`src/rtl/mdu_pkg.sv`:
```
// Shared definitions for the iterative multiply/divide unit: op encoding,
// FSM states and the default operand width.
package mdu_pkg;

   localparam int MDU_WIDTH = 32;

   typedef enum logic [2:0] {
      MD_NOP   = 3'b000,
      MD_MULT  = 3'b001,
      MD_MULTU = 3'b010,
      MD_DIV   = 3'b011,
      MD_DIVU  = 3'b100,
      MD_MTHI  = 3'b101,
      MD_MTLO  = 3'b110
   } md_op_e;

   typedef enum logic [1:0] {
      ST_IDLE,
      ST_RUN,
      ST_DONE
   } mdu_state_e;

endpackage

```
`src/rtl/mdu_div_core.sv`:
```
// Restoring divider datapath on unsigned magnitudes, one quotient bit per step.
// The outputs show the quotient/remainder as they will be after the current step.
module mdu_div_core
   import mdu_pkg::*;
#(
   parameter int WIDTH = MDU_WIDTH
) (
   input  logic             clk,
   input  logic             reset,
   input  logic             load,
   input  logic             step,
   input  logic [WIDTH-1:0] dividend,
   input  logic [WIDTH-1:0] divisor,
   output logic [WIDTH-1:0] quotient_next,
   output logic [WIDTH-1:0] remainder_next
);

   logic [WIDTH-1:0] quo_reg;
   logic [WIDTH-1:0] rem_reg;
   logic [WIDTH-1:0] dsr_reg;
   logic [WIDTH:0]   rem_shift;
   logic [WIDTH:0]   trial;

   // The dividend is shifted out of the top of the quotient register while
   // quotient bits are shifted in at the bottom.
   always_comb begin
      rem_shift = {rem_reg, quo_reg[WIDTH-1]};
      trial     = rem_shift - {1'b0, dsr_reg};
      if (rem_shift >= {1'b0, dsr_reg}) begin
         remainder_next = trial[WIDTH-1:0];
         quotient_next  = {quo_reg[WIDTH-2:0], 1'b1};
      end else begin
         remainder_next = rem_shift[WIDTH-1:0];
         quotient_next  = {quo_reg[WIDTH-2:0], 1'b0};
      end
   end

   always_ff @(posedge clk or posedge reset) begin
      if (reset) begin
         quo_reg <= '0;
         rem_reg <= '0;
         dsr_reg <= '0;
      end else if (load) begin
         quo_reg <= dividend;
         rem_reg <= '0;
         dsr_reg <= divisor;
      end else if (step) begin
         quo_reg <= quotient_next;
         rem_reg <= remainder_next;
      end
   end

endmodule

```
`src/rtl/mult_div_unit.sv`:
```
// Iterative MULT/MULTU/DIV/DIVU execution unit with architectural HI/LO,
// start/busy/done handshake and flush.
module mult_div_unit
   import mdu_pkg::*;
#(
   parameter int WIDTH = MDU_WIDTH
) (
   input  logic             clk,
   input  logic             reset,
   input  logic             start,
   input  logic [2:0]       op,
   input  logic [WIDTH-1:0] a,
   input  logic [WIDTH-1:0] b,
   input  logic             flush,
   output logic             busy,
   output logic             done,
   output logic [WIDTH-1:0] hi,
   output logic [WIDTH-1:0] lo
);

   localparam int CW = $clog2(WIDTH) + 1;

   mdu_state_e         state_reg;
   logic [CW-1:0]      count_reg;
   logic               is_div_reg;
   logic               neg_q_reg;
   logic               neg_r_reg;
   logic               div_zero_reg;
   logic [WIDTH-1:0]   a_reg;
   logic [WIDTH-1:0]   mcand_reg;
   logic [2*WIDTH-1:0] prod_reg;
   logic [WIDTH-1:0]   hi_reg;
   logic [WIDTH-1:0]   lo_reg;
   logic               busy_reg;
   logic               done_reg;

   logic               accept;
   logic               is_muldiv;
   logic               op_div;
   logic               is_signed;
   logic               sign_a;
   logic               sign_b;
   logic [WIDTH-1:0]   a_mag;
   logic [WIDTH-1:0]   b_mag;
   logic               last_iter;
   logic [WIDTH:0]     mul_sum;
   logic [2*WIDTH-1:0] prod_next;
   logic [2*WIDTH-1:0] prod_signed;
   logic [WIDTH-1:0]   quo_next;
   logic [WIDTH-1:0]   rem_next;
   logic [WIDTH-1:0]   quo_signed;
   logic [WIDTH-1:0]   rem_signed;

   // Starts are only taken outside RUN, and a simultaneous flush suppresses them.
   assign accept    = start && !flush && (state_reg != ST_RUN);
   assign is_muldiv = (op == MD_MULT) || (op == MD_MULTU) || (op == MD_DIV) || (op == MD_DIVU);
   assign op_div    = (op == MD_DIV) || (op == MD_DIVU);
   assign is_signed = (op == MD_MULT) || (op == MD_DIV);
   assign sign_a    = is_signed && a[WIDTH-1];
   assign sign_b    = is_signed && b[WIDTH-1];
   assign a_mag     = sign_a ? -a : a;
   assign b_mag     = sign_b ? -b : b;
   assign last_iter = (count_reg == CW'(WIDTH - 1));

   // Shift-add: multiplier sits in the low half and is consumed LSB first.
   assign mul_sum     = {1'b0, prod_reg[2*WIDTH-1:WIDTH]} + (prod_reg[0] ? {1'b0, mcand_reg} : '0);
   assign prod_next   = {mul_sum, prod_reg[WIDTH-1:1]};
   assign prod_signed = neg_q_reg ? -prod_next : prod_next;
   assign quo_signed  = neg_q_reg ? -quo_next : quo_next;
   assign rem_signed  = neg_r_reg ? -rem_next : rem_next;

   mdu_div_core #(
      .WIDTH(WIDTH)
   ) u_div_core (
      .clk           (clk),
      .reset         (reset),
      .load          (accept && op_div),
      .step          ((state_reg == ST_RUN) && !flush),
      .dividend      (a_mag),
      .divisor       (b_mag),
      .quotient_next (quo_next),
      .remainder_next(rem_next)
   );

   always_ff @(posedge clk or posedge reset) begin
      if (reset) begin
         state_reg    <= ST_IDLE;
         count_reg    <= '0;
         is_div_reg   <= 1'b0;
         neg_q_reg    <= 1'b0;
         neg_r_reg    <= 1'b0;
         div_zero_reg <= 1'b0;
         a_reg        <= '0;
         mcand_reg    <= '0;
         prod_reg     <= '0;
         hi_reg       <= '0;
         lo_reg       <= '0;
         busy_reg     <= 1'b0;
         done_reg     <= 1'b0;
      end else begin
         done_reg <= 1'b0;
         case (state_reg)
            ST_RUN: begin
               if (flush) begin
                  state_reg <= ST_IDLE;
                  busy_reg  <= 1'b0;
               end else begin
                  prod_reg  <= prod_next;
                  count_reg <= count_reg + CW'(1);
                  if (last_iter) begin
                     if (!is_div_reg) begin
                        {hi_reg, lo_reg} <= prod_signed;
                     end else if (div_zero_reg) begin
                        hi_reg <= a_reg;
                        lo_reg <= '1;
                     end else begin
                        hi_reg <= rem_signed;
                        lo_reg <= quo_signed;
                     end
                     busy_reg  <= 1'b0;
                     done_reg  <= 1'b1;
                     state_reg <= ST_DONE;
                  end
               end
            end
            default: begin
               state_reg <= ST_IDLE;
               if (accept) begin
                  if (is_muldiv) begin
                     a_reg        <= a;
                     mcand_reg    <= a_mag;
                     prod_reg     <= {{WIDTH{1'b0}}, b_mag};
                     neg_q_reg    <= sign_a ^ sign_b;
                     neg_r_reg    <= sign_a;
                     div_zero_reg <= (b == '0);
                     is_div_reg   <= op_div;
                     count_reg    <= '0;
                     busy_reg     <= 1'b1;
                     state_reg    <= ST_RUN;
                  end else if (op == MD_MTHI) begin
                     hi_reg <= a;
                  end else if (op == MD_MTLO) begin
                     lo_reg <= a;
                  end
               end
            end
         endcase
      end
   end

   assign busy = busy_reg;
   assign done = done_reg;
   assign hi   = hi_reg;
   assign lo   = lo_reg;

endmodule

```
`config.mk`:
```
export PLATFORM = sky130hd
export DESIGN_NAME = mult_div_unit
export DESIGN_NICKNAME = d
export VERILOG_FILES = /design/src/rtl/mdu_pkg.sv /design/src/rtl/mdu_div_core.sv /design/src/rtl/mult_div_unit.sv
export SDC_FILE = /design/constraint.sdc
export NUM_CORES = 1
export LEC_CHECK = 0
export ABC_AREA = 0
export BUFFER_PORTS_ARGS = -buffer_cell sky130_fd_sc_hd__buf_2
export CORE_MARGIN = 2
export CORE_UTILIZATION = 55
export CTS_CLUSTER_DIAMETER = 40
export CTS_CLUSTER_SIZE = 16
export DETAILED_ROUTE_END_ITERATION = 7
export PLACE_DENSITY = 0.69
export SLEW_MARGIN = 20
export SYNTH_ARGS = -nofsm -noshare
export SYNTH_HDL_FRONTEND = slang
export SYNTH_SLANG_ARGS = --single-unit
```
`constraint.sdc`:
```
create_clock -name clk -period 14.18 [get_ports clk]
set_input_delay 1.418 -clock clk [delete_from_list [all_inputs] [get_ports clk]]
set_output_delay 1.418 -clock clk [all_outputs]
set_load 0.05 [all_outputs]
```
* Word level (Yosys, flattened, before mapping)
Cells that the tools add are included.
Operators by class: $add $sub $neg 8, $lt $le $gt $ge 1, equality and inequality tests 14, muxes and demuxes 50, bitwise gates (word level) 2, reductions and logical operators 23
Operators with widths (count):
- 32-bit two-way mux | 27
- 64-bit two-way mux | 5
- 32-bit negator | 4
- 64-bit negator | 1
- 32-bit by 32-bit adder with 33-bit output | 1
- 33-bit by 32-bit greater-or-equal comparator with 1-bit output | 1
- 32-bit zero test | 1
- 32-bit subtractor | 1
- 6-bit two-way mux | 4
- 1-bit two-way mux | 11
- 2-bit nonzero test | 5
- 3-bit == test (second input constant) | 3
- 3-bit AND reduction | 3
- 6-bit by 1-bit adder with 6-bit output (second input constant) | 1
- 3-bit by 2-bit == test with 1-bit output (second input constant) | 2
- 6-bit by 5-bit == test with 1-bit output (second input constant) | 1
- 1-bit logical AND | 6
- 2-bit two-way mux | 3
- 2-bit != test (second input constant) | 3
- 6-bit AND reduction | 1
- 1-bit logical OR | 5
- 5-bit AND reduction | 1
- 2-bit by 1-bit != test with 1-bit output (second input constant) | 2
- 3-bit by 1-bit == test with 1-bit output (second input constant) | 1
- other kinds (5) | 5
Storage, ports and cells: flip-flop bits (word level) 302, input port bits 71, output and inout port bits 66, logic and storage cells 114

* Logic depth before layout (Yosys ltp)
Gate-level depths: netlist of run 1.
depth in word-level cells 9, gate-level depth with buffers 24, gate-level depth less buffers 21

* By module
A second synthesis of run 1 with hierarchy kept.
Second synthesis, totals: cell total of the unflattened synthesis 2747, area total of the unflattened synthesis 22318.9 sq um
By module, submodules not included:
- mult_div_unit | instances 1, cells an instance 1964, area each 15597.5 sq um, seq. area each 5129.9 sq um
- mdu_div_core | instances 1, cells an instance 783, area each 6721.4 sq um, seq. area each 2402.3 sq um

* Least setup slack after synthesis of run 1
No wires, ideal clock.
kind flip-flop to flip-flop, start register u_div_core.rem_reg[1], end register hi_reg[28] (netlist: hi[28]), setup time 76 ps, arrival time 5246 ps, required time 14104 ps, setup slack 8858 ps, cell stages (with the launch flop) 20, buffers on the path 3, period minus slack after synthesis 5322 ps, cell sequence dfrtp_1 -> ha_1 -> clkbuf_1 -> o2111ai_1 -> a2111o_1 -> a211o_1 -> nand3_2 -> buf_2 -> buf_2 -> mux2i_1 -> ha_1 -> nand2_1 -> a2111oi_0 -> nand3b_1 -> o41ai_2 -> nand2_1 -> nor3_2 -> a211oi_1 -> o311a_1 -> o21ai_1
On the way: cells in the longest elaborated chain, start to end 9, elaborated cells on any way between the ends 10, classes of those cells add/sub (2); order compare (1); mux (7)
Ends and longest elaborated chain:
- start: declaration | RTL line mdu_div_core.sv:19 | logic [WIDTH-1:0] rem_reg;
- start signal: assignment | RTL line mdu_div_core.sv:49 | rem_reg <= remainder_next;
- 32-bit subtractor / 33-bit by 32-bit greater-or-equal comparator with 1-bit output (equally long branches) | RTL line mdu_div_core.sv:28, mdu_div_core.sv:29
- 32-bit two-way mux * | RTL line mdu_div_core.sv:29 | if (rem_shift >= {1'b0, dsr_reg}) begin
- 32-bit negator | RTL line mult_div_unit.sv:70 | assign rem_signed = neg_r_reg ? -rem_next : rem_next;
- 32-bit two-way mux * | RTL line mult_div_unit.sv:70
- 32-bit two-way mux * | RTL line mult_div_unit.sv:113 | end else if (div_zero_reg) begin
- 32-bit two-way mux * | RTL line mult_div_unit.sv:111 | if (!is_div_reg) begin
- 32-bit two-way mux * | RTL line mult_div_unit.sv:110 | if (last_iter) begin
- 32-bit two-way mux * | RTL line mult_div_unit.sv:104 | if (flush) begin
- 32-bit two-way mux * | RTL line mult_div_unit.sv:102 | case (state_reg)
- end signal: assignment | RTL line mult_div_unit.sv:112 | {hi_reg, lo_reg} <= prod_signed;
- end signal: assignment | RTL line mult_div_unit.sv:114 | hi_reg <= a_reg;
- end signal: assignment | RTL line mult_div_unit.sv:117 | hi_reg <= rem_signed;
- end: declaration | RTL line mult_div_unit.sv:32 | logic [WIDTH-1:0] hi_reg;
Every way passes the cells marked *; elsewhere a longest branch is shown, timed or not. The select of a mux whose other input is x is not followed. A chain may end at the register's enable or synchronous reset.

* Final worst setup path of run 1
start register u_div_core.rem_reg[15], end register hi_reg[28] (netlist: hi[28])
Same word-level chain as after synthesis.

==> results of run 1 <==
kinds of logic (layout without fill, tap and decap cells):
| family | after synthesis | after routing | synth area share, % |
|---|---|---|---|
| simple gates | 992 | 992 | 21.40 |
| compound gates | 905 | 905 | 26.24 |
| flops | 301 | 301 | 33.98 |
| buf+inv | 245 | 343 | 4.216 |
| xor+xnor | 208 | 208 | 8.285 |
| fa+ha+maj | 72 | 72 | 4.131 |
| mux | 38 | 38 | 1.750 |
| other cells | 0 | 1 | 0 |
per-stage QoR:
stage               total power (uW)  hold slack, ns  util, %  worst slack [ns]
floorplan                       3579          0.4380        -             4.444
global placement                4582          0.4593    58.14             8.200
detailed placement              4607          0.4620    58.14             7.931
CTS                             6074          0.4749    63.28             7.910
global route                    6464          0.4924    63.36             7.315
finish                          6178          0.4717    63.36             7.761
final timing paths:
| path | startpoint | end | slack (ns) | cells past startpoint |
|---|---|---|---|---|
| worst max register to register | u_div_core.rem_reg[15] | hi[28] | 7.76 | 17 |
| worst min register to register | a_reg[7] | a_reg[7] | 0.47 | 2 |
| worst max-delay path | u_div_core.rem_reg[15] | hi[28] | 7.76 | 17 |
| worst min-delay path | a_reg[7] | a_reg[7] | 0.47 | 2 |
| min in group asynchronous | reset | u_div_core.dsr_reg[19] | 0.96 | 2 |
| max in group asynchronous | reset | lo[24] | 11.06 | 4 |
worst max-delay path: cells and delay by family, from the launching register on:
| kind | cells | cell delay (ns) |
|---|---|---|
| AOI/OAI and AO/OA | 6 | 2.58 |
| and+or+nand+nor | 8 | 2.24 |
| muxes | 1 | 0.37 |
| adders and majority gates | 2 | 0.73 |
| DFF | 1 | 0.43 |
final cells by class:
type / count / area, um^2
well taps: 525 / 656.9
flip-flops and latches: 301 / 7535
clock buffers: 67 / 1534
diodes: 1 / 2.502
clock inverters: 41 / 508.0
multi-input cells: 2215 / 13750
inverters: 71 / 274.0
fillers: 3518 / 14560
repair buffers: 164 / 910.9
cell usage in the layout, fill, tap and decap left out, types with 13 or more instances in the layout:
cell type,n
clkbuf_16,57
buf_2,136
nand2b_1,20
a22oi_1,35
mux2i_1,32
nand3_1,68
o21ai_0,279
o41ai_1,19
o21a_1,16
inv_6,13
nand4_1,36
nor3_1,47
a22o_1,24
dfrtp_1,299
xnor2_1,124
o211ai_1,36
nor2_1,186
o31ai_1,51
nand2_1,407
a21o_1,30
and2_1,48
and3_1,18
xor2_1,82
o21ai_1,41
buf_4,27
or3_1,36
a31oi_1,45
o221ai_1,25
ha_1,70
nor4_1,31
a211oi_1,27
or4_1,19
a21oi_1,163
inv_1,68
layer usage:
metal | vias to the layer above | global-route usage, % | part of all wire, %
met2 | 1410 | 60.28 | 42
met5 | - | 0 | 0.038
met4 | 4 | 17.55 | 4.6
met1 | 11070 | 57.58 | 41
li1 | 10210 | - | -
met3 | 249 | 9.800 | 12
power by group through the flow:
stage / Sequential (uW) / Combinational, uW / Clock [uW]
2_1_floorplan: 1500 / 2080 / 0
3_3_place_gp: 1380 / 3200 / 0
3_5_place_dp: 1400 / 3210 / 0
4_1_cts: 1390 / 3230 / 1460
5_1_grt: 1420 / 3540 / 1500
6_report: 1400 / 3320 / 1460
==> results.yml, run 1 <==
power:
  p_clk_share_pct: 23.6
  combPwrFrac_pct: 53.7
  ir_worst_vdd_uv: 153.8
  swShare_pct: 49.77
  p_sw_uw: 3075
  p_leak_uw: 0.01079
  p_per_area_nw_per_um2: 245.4
  seq_power_share_pct: 22.7
  p_int_uw: 3103
hold_path:
  holdCritPathClass: "reg2reg"
global_route:
  track_usage_pct: 41.04
  first_global_vias: 21060
  grt_overflow: 0
  grt_max_degree: 118
  antenna_found_initial: 6
  grt_pass1_wl_um: 130500
sta:
  max_slew.worst_pin.slew_ns: 1.164
  final_max_slew_viol_count: 0
  finalSetupTns_ns: 0
  slew_headroom_pct: 21.94
  fin_crit_sh_pct: 45.27
  setup_viol: 0
  fin_skew_ns: 0.03570
  fin_crit_ns: 6.419
  rsz0062_at_grt: "false"
  max_freq_mhz: 155.8
  final-hold-violation-count: 0
cts:
  cts_tree: "done"
  cts_setup_buffers: 0
  clk_pin_slew_ns: 0.06
  ctsHoldBuffers: 0
  cts_resized: 0
  root_buffer: "clkbuf_16"
  h-tree-depth: 2
  max-clock-path-buffers: 3
  worst_skew_pair.late_latency_ns: 0.64
  cts.sinks: 301
  cts_made_buffers: 57
synthesis:
  synth_top_area_share_pct: 33.98
  synth_cells: 2761
  synth_seq_cells: 301
  yosys.cell_types.count: 97
  synth_top_area_cell: "dfrtp_1"
  yosysWarnings: 0
  async_reset_ff_share_pct: 100.0
  synth_nets: 2904
  seq_area_frac_synth_pct: 33.98
  syn_area_um2: 22170
  synth_most_common_cell: "nand2_1"
  yosys-top-cells-count: "nand2_1, dfrtp_1, o21ai_0"
  synth.area.top_cells: "dfrtp_1, nand2_1, o21ai_0, xnor2_1, ha_1"
  synth-main-ff-cell: "dfrtp_1"
  synth.avg_cell_area_um2: 8.029
  synth_enable_flop_cells: 0
die:
  start_util_pct: 55.80
  fp.dieArea_um2: 41930
  ios: 137
  fp.coreArea_um2: 39730
  die_width_um: 204.8
  rows: 73
  die_height_um: 204.8
worst_setup_path:
  critPathMaxStageDelay_ns: 0.79
  end_kind: "flop"
  critPathArrivalTime_ns: 6.98
  slowest_stage: "o41ai_2"
  path_max_fanout: 16
  setup.worst_path.start_class: "flop"
  required_ns: 14.74
  path_cells: "ha_1 -> nand4_1 -> nor4_1 -> nand4_1 -> a2111o_1 -> nand3_2 -> mux2i_1 -> ha_1 -> nand2_1 -> a2111oi_0 -> nand3b_1 -> o41ai_2 -> nand2_1 -> nor3_2 -> a211oi_1 -> o311a_1 -> o21ai_1"
  critPathKind: "reg2reg"
drt:
  dr.pass1.iters: 6
  routed_wl_um: 86520
  viasPerCell: 6.777
  num_vias: 22940
  ant_nets: 0
  post_drt_wl_per_cell_um: 25.56
  drt-initial-drc-count: 2982
  drc: 0
final_layout:
  fin_area_um2: 25180
  nets: 2953
  stdcell_count: 3385
  largest_reg_flops: 64
  drive_gt1_share_pct: 11.51
  area_growth_pct: 13.56
placed_design:
  dp_hpwl_um: 63970
  portBuffers: 136
  dp_cells: 3275
  place_area_um2: 23100
  globalplace.congestion: 0.9971
run:
  cap_viol_max_count: 0
run_status:
  outcome: "completed"
Note: power is estimated with default switching activity, not from simulation.
==> inputs of run 2 (changes only) <==
Settings changed: ABC_AREA 0 to 1, PLACE_DENSITY 0.69 to 0.72.
Clock period 14.18 ns to 5.9 ns, I/O delays scaled along.
==> run 2 against run 1 <==
Sequential power grew to 2.6 times the previous value. Routed wire length increased by 6.8%. Count of clock-buffer cells in the layout shrank 2. Largest cell class unchanged. Cell count increased by 31%. Sequential share of layout area fell by 2.0 points. Highest routed layer unchanged.
==> results.yml, run 2 <==
final_layout:
  largest_reg_flops: 64
  nets: 3941
  final_common_cell: "nand2_1"
  layout_common_cells: "nand2_1, inv_1, nor2_1"
  fin_area_um2: 26960
  area_growth_pct: 12.87
  drive_gt1_share_pct: 10.59
  stdcell_count: 4433
worst_setup_path:
  critPathMaxStageDelay_ns: 0.43
  slowest_stage: "dfrtp_1"
  path_max_fanout: 25
  reg2reg_depth: 29
  r2r-start: "u_div_core.rem_reg[1]"
  reg2reg_to: "lo[28]"
  setup.worst_path.start_class: "flop"
  critPathArrivalTime_ns: 5.06
  r2r_setup_slack_ns: 1.39
  critPathKind: "reg2reg"
  cpMostUsedCell: "nand2_1"
  required_ns: 6.45
  end_kind: "flop"
synthesis:
  synth_nets: 3848
  yosysWarnings: 0
  synth.avg_cell_area_um2: 6.448
  synth.area.top_cells: "dfrtp_1, nand2_1, inv_1, nand3_1, o21ai_0"
  yosys-top-cells-count: "nand2_1, inv_1, nor2_1"
  yosys.cell_types.count: 63
  synth_top_area_share_pct: 31.53
  synth_most_common_cell: "nand2_1"
  synthMuxAreaShare_pct: 0
  synth_top_area_cell: "dfrtp_1"
  synth_seq_cells: 301
  synth-xor-area-share_pct: 3.001
  seq_area_frac_synth_pct: 31.53
  synth-main-ff-cell: "dfrtp_1"
  synth_cells: 3705
  syn_area_um2: 23890
  async_reset_ff_share_pct: 100.0
  synth-compound-area-share_pct: 15.46
  synth_enable_flop_cells: 0
  synthSimpleGateAreaFrac_pct: 35.29
  synth_fa_ha_area_share_pct: 3.834
  synth_top_family_by_area: "simple AND/OR/NAND/NOR gates"
global_route:
  grt_max_degree: 140
  first_global_vias: 23500
  grt_overflow: 0
  track_usage_pct: 41.06
  grt_pass1_wl_um: 139500
  antenna_found_initial: 5
power:
  finalPower_uw: 19080
  swShare_pct: 55.57
  ir_worst_vdd_uv: 421.0
  p_clk_share_pct: 17.9
  combPwrFrac_pct: 62.8
  p_int_uw: 8479
  p_per_area_nw_per_um2: 707.7
  p_sw_uw: 10600
  seq_power_share_pct: 19.2
  p_leak_uw: 0.01387
drt:
  dr.pass1.iters: 7
  viasPerCell: 5.816
  drt-initial-drc-count: 3363
  num_vias: 25780
  ant_nets: 0
  post_drt_wl_per_cell_um: 20.85
  routed_wl_um: 92420
  drc: 0
sta:
  fin_skew_ns: 0.02827
  final_max_slew_viol_count: 0
  max_freq_mhz: 221.8
  fin_crit_ns: 4.509
  max_slew.worst_pin.slew_ns: 1.102
  fin_worst_hold_slack_ns: 0.2382
  final-hold-violation-count: 0
  slew_headroom_pct: 26.56
  fin_crit_sh_pct: 76.43
  finalSetupTns_ns: 0
  rsz0062_at_grt: "false"
  setup_viol: 0
hold_path:
  hold_depth: 2
  hold_path_startpoint: "b[31]"
  hold_end: "div_zero_reg"
  holdCritPathClass: "in2reg"
run_status:
  outcome: "completed"
cts:
  root_buffer: "clkbuf_16"
  cts_made_buffers: 56
  worst_skew_pair.late_latency_ns: 0.62
  max-clock-path-buffers: 3
  cts_setup_buffers: 0
  cts_resized: 0
  cts.sinks: 301
  ctsHoldBuffers: 1
  h-tree-depth: 2
  cts_tree: "done"
  clk_pin_slew_ns: 0.05
die:
  start_util_pct: 55.58
  die_height_um: 212.4
  rows: 76
  die_width_um: 212.4
  ios: 137
  fp.dieArea_um2: 45120
  fp.coreArea_um2: 42980
run:
  cap_viol_max_count: 0
placed_design:
  place_area_um2: 24970
  dp_cells: 4324
  globalplace.congestion: 1.034
  portBuffers: 136
  dp_hpwl_um: 70790
==> run 2: changes by cell type after synthesis, sizes merged, moves of 30 or more <==
| cell | before | now |
|---|---|---|
| a211oi | 30 | 0 |
| a21oi | 164 | 134 |
| a22oi | 35 | 1 |
| and2 | 48 | 6 |
| clkbuf | 152 | 96 |
| inv | 70 | 525 |
| mux2i | 32 | 0 |
| nand2 | 409 | 1110 |
| nand3 | 69 | 317 |
| nor2 | 188 | 367 |
| o31ai | 53 | 8 |
| or3 | 38 | 2 |
| xnor2 | 126 | 12 |
==> run 2: power by group through the flow <==
stage	logic, uW	registers [uW]	clock network, uW
5_1_grt	13000	3750	3530
4_1_cts	11700	3640	3420
6_report	12000	3670	3420
3_5_place_dp	11600	3650	0
3_3_place_gp	11600	3630	0
2_1_floorplan	7710	4270	0
==> run 2: area by class of cell <==
type                       count  area [um^2]
antenna                        4        10.01
clock inverter                39        485.5
inverter                     531         1997
fill                        4251        16020
tap                          585        732.0
timing repair buffer         169        943.4
sequential                   301         7533
clock buffer                  65         1486
multi-input combinational   2739        13780
==> run 2: worst max-delay path by stage <==
stage / cells after the start / slack [ns] / end / startpoint
final: 29 / 1.39 / lo[28] / u_div_core.rem_reg[1]
after CTS: 29 / 1.51 / lo[26] / u_div_core.rem_reg[1]
after global placement: 29 / 1.61 / lo[26] / u_div_core.rem_reg[1]
after detailed placement: 29 / 1.52 / lo[26] / u_div_core.rem_reg[1]
after global routing: 29 / 1.0 / lo[26] / u_div_core.rem_reg[1]
after floorplan: 1 / 1.31 / a_reg[0] / reset
==> run 2: worst max-delay path, delay by kind of cell (launching register included) <==
family                   cells  cell delay [ns]
flip-flops                   1             0.43
buffers and inverters        3             0.30
adder cells (fa/ha/maj)      2             0.58
AND/OR/NAND/NOR             22             2.85
AO/OA/AOI/OAI                2             0.23
==> run 2: kinds of logic (layout without fill, tap and decap cells) <==
group,count (synthesis),after routing
and+or+nand+nor,1956,1956
buffers and inverters,665,804
AOI/OAI and AO/OA,630,630
DFF,301,301
xor gates and xnor gates,81,81
adders and majority gates,72,72
other,0,4
==> run 2: routing by layer <==
| metal | vias up | part of all wire (%) | track usage [%] |
|---|---|---|---|
| met5 | - | 0.025 | 0 |
| met4 | 4 | 4.4 | 16.69 |
| met3 | 209 | 11 | 10.61 |
| met2 | 1463 | 41 | 58.96 |
| met1 | 11950 | 43 | 58.59 |
| li1 | 12150 | - | - |
==> run 2: stage by stage <==
stage	utilization, %	worst slack, ns
global placement	58.09	1.607
CTS	62.70	1.506
global route	62.71	0.9972
floorplan	-	1.309
detailed placement	58.09	1.516
finish	62.73	1.391
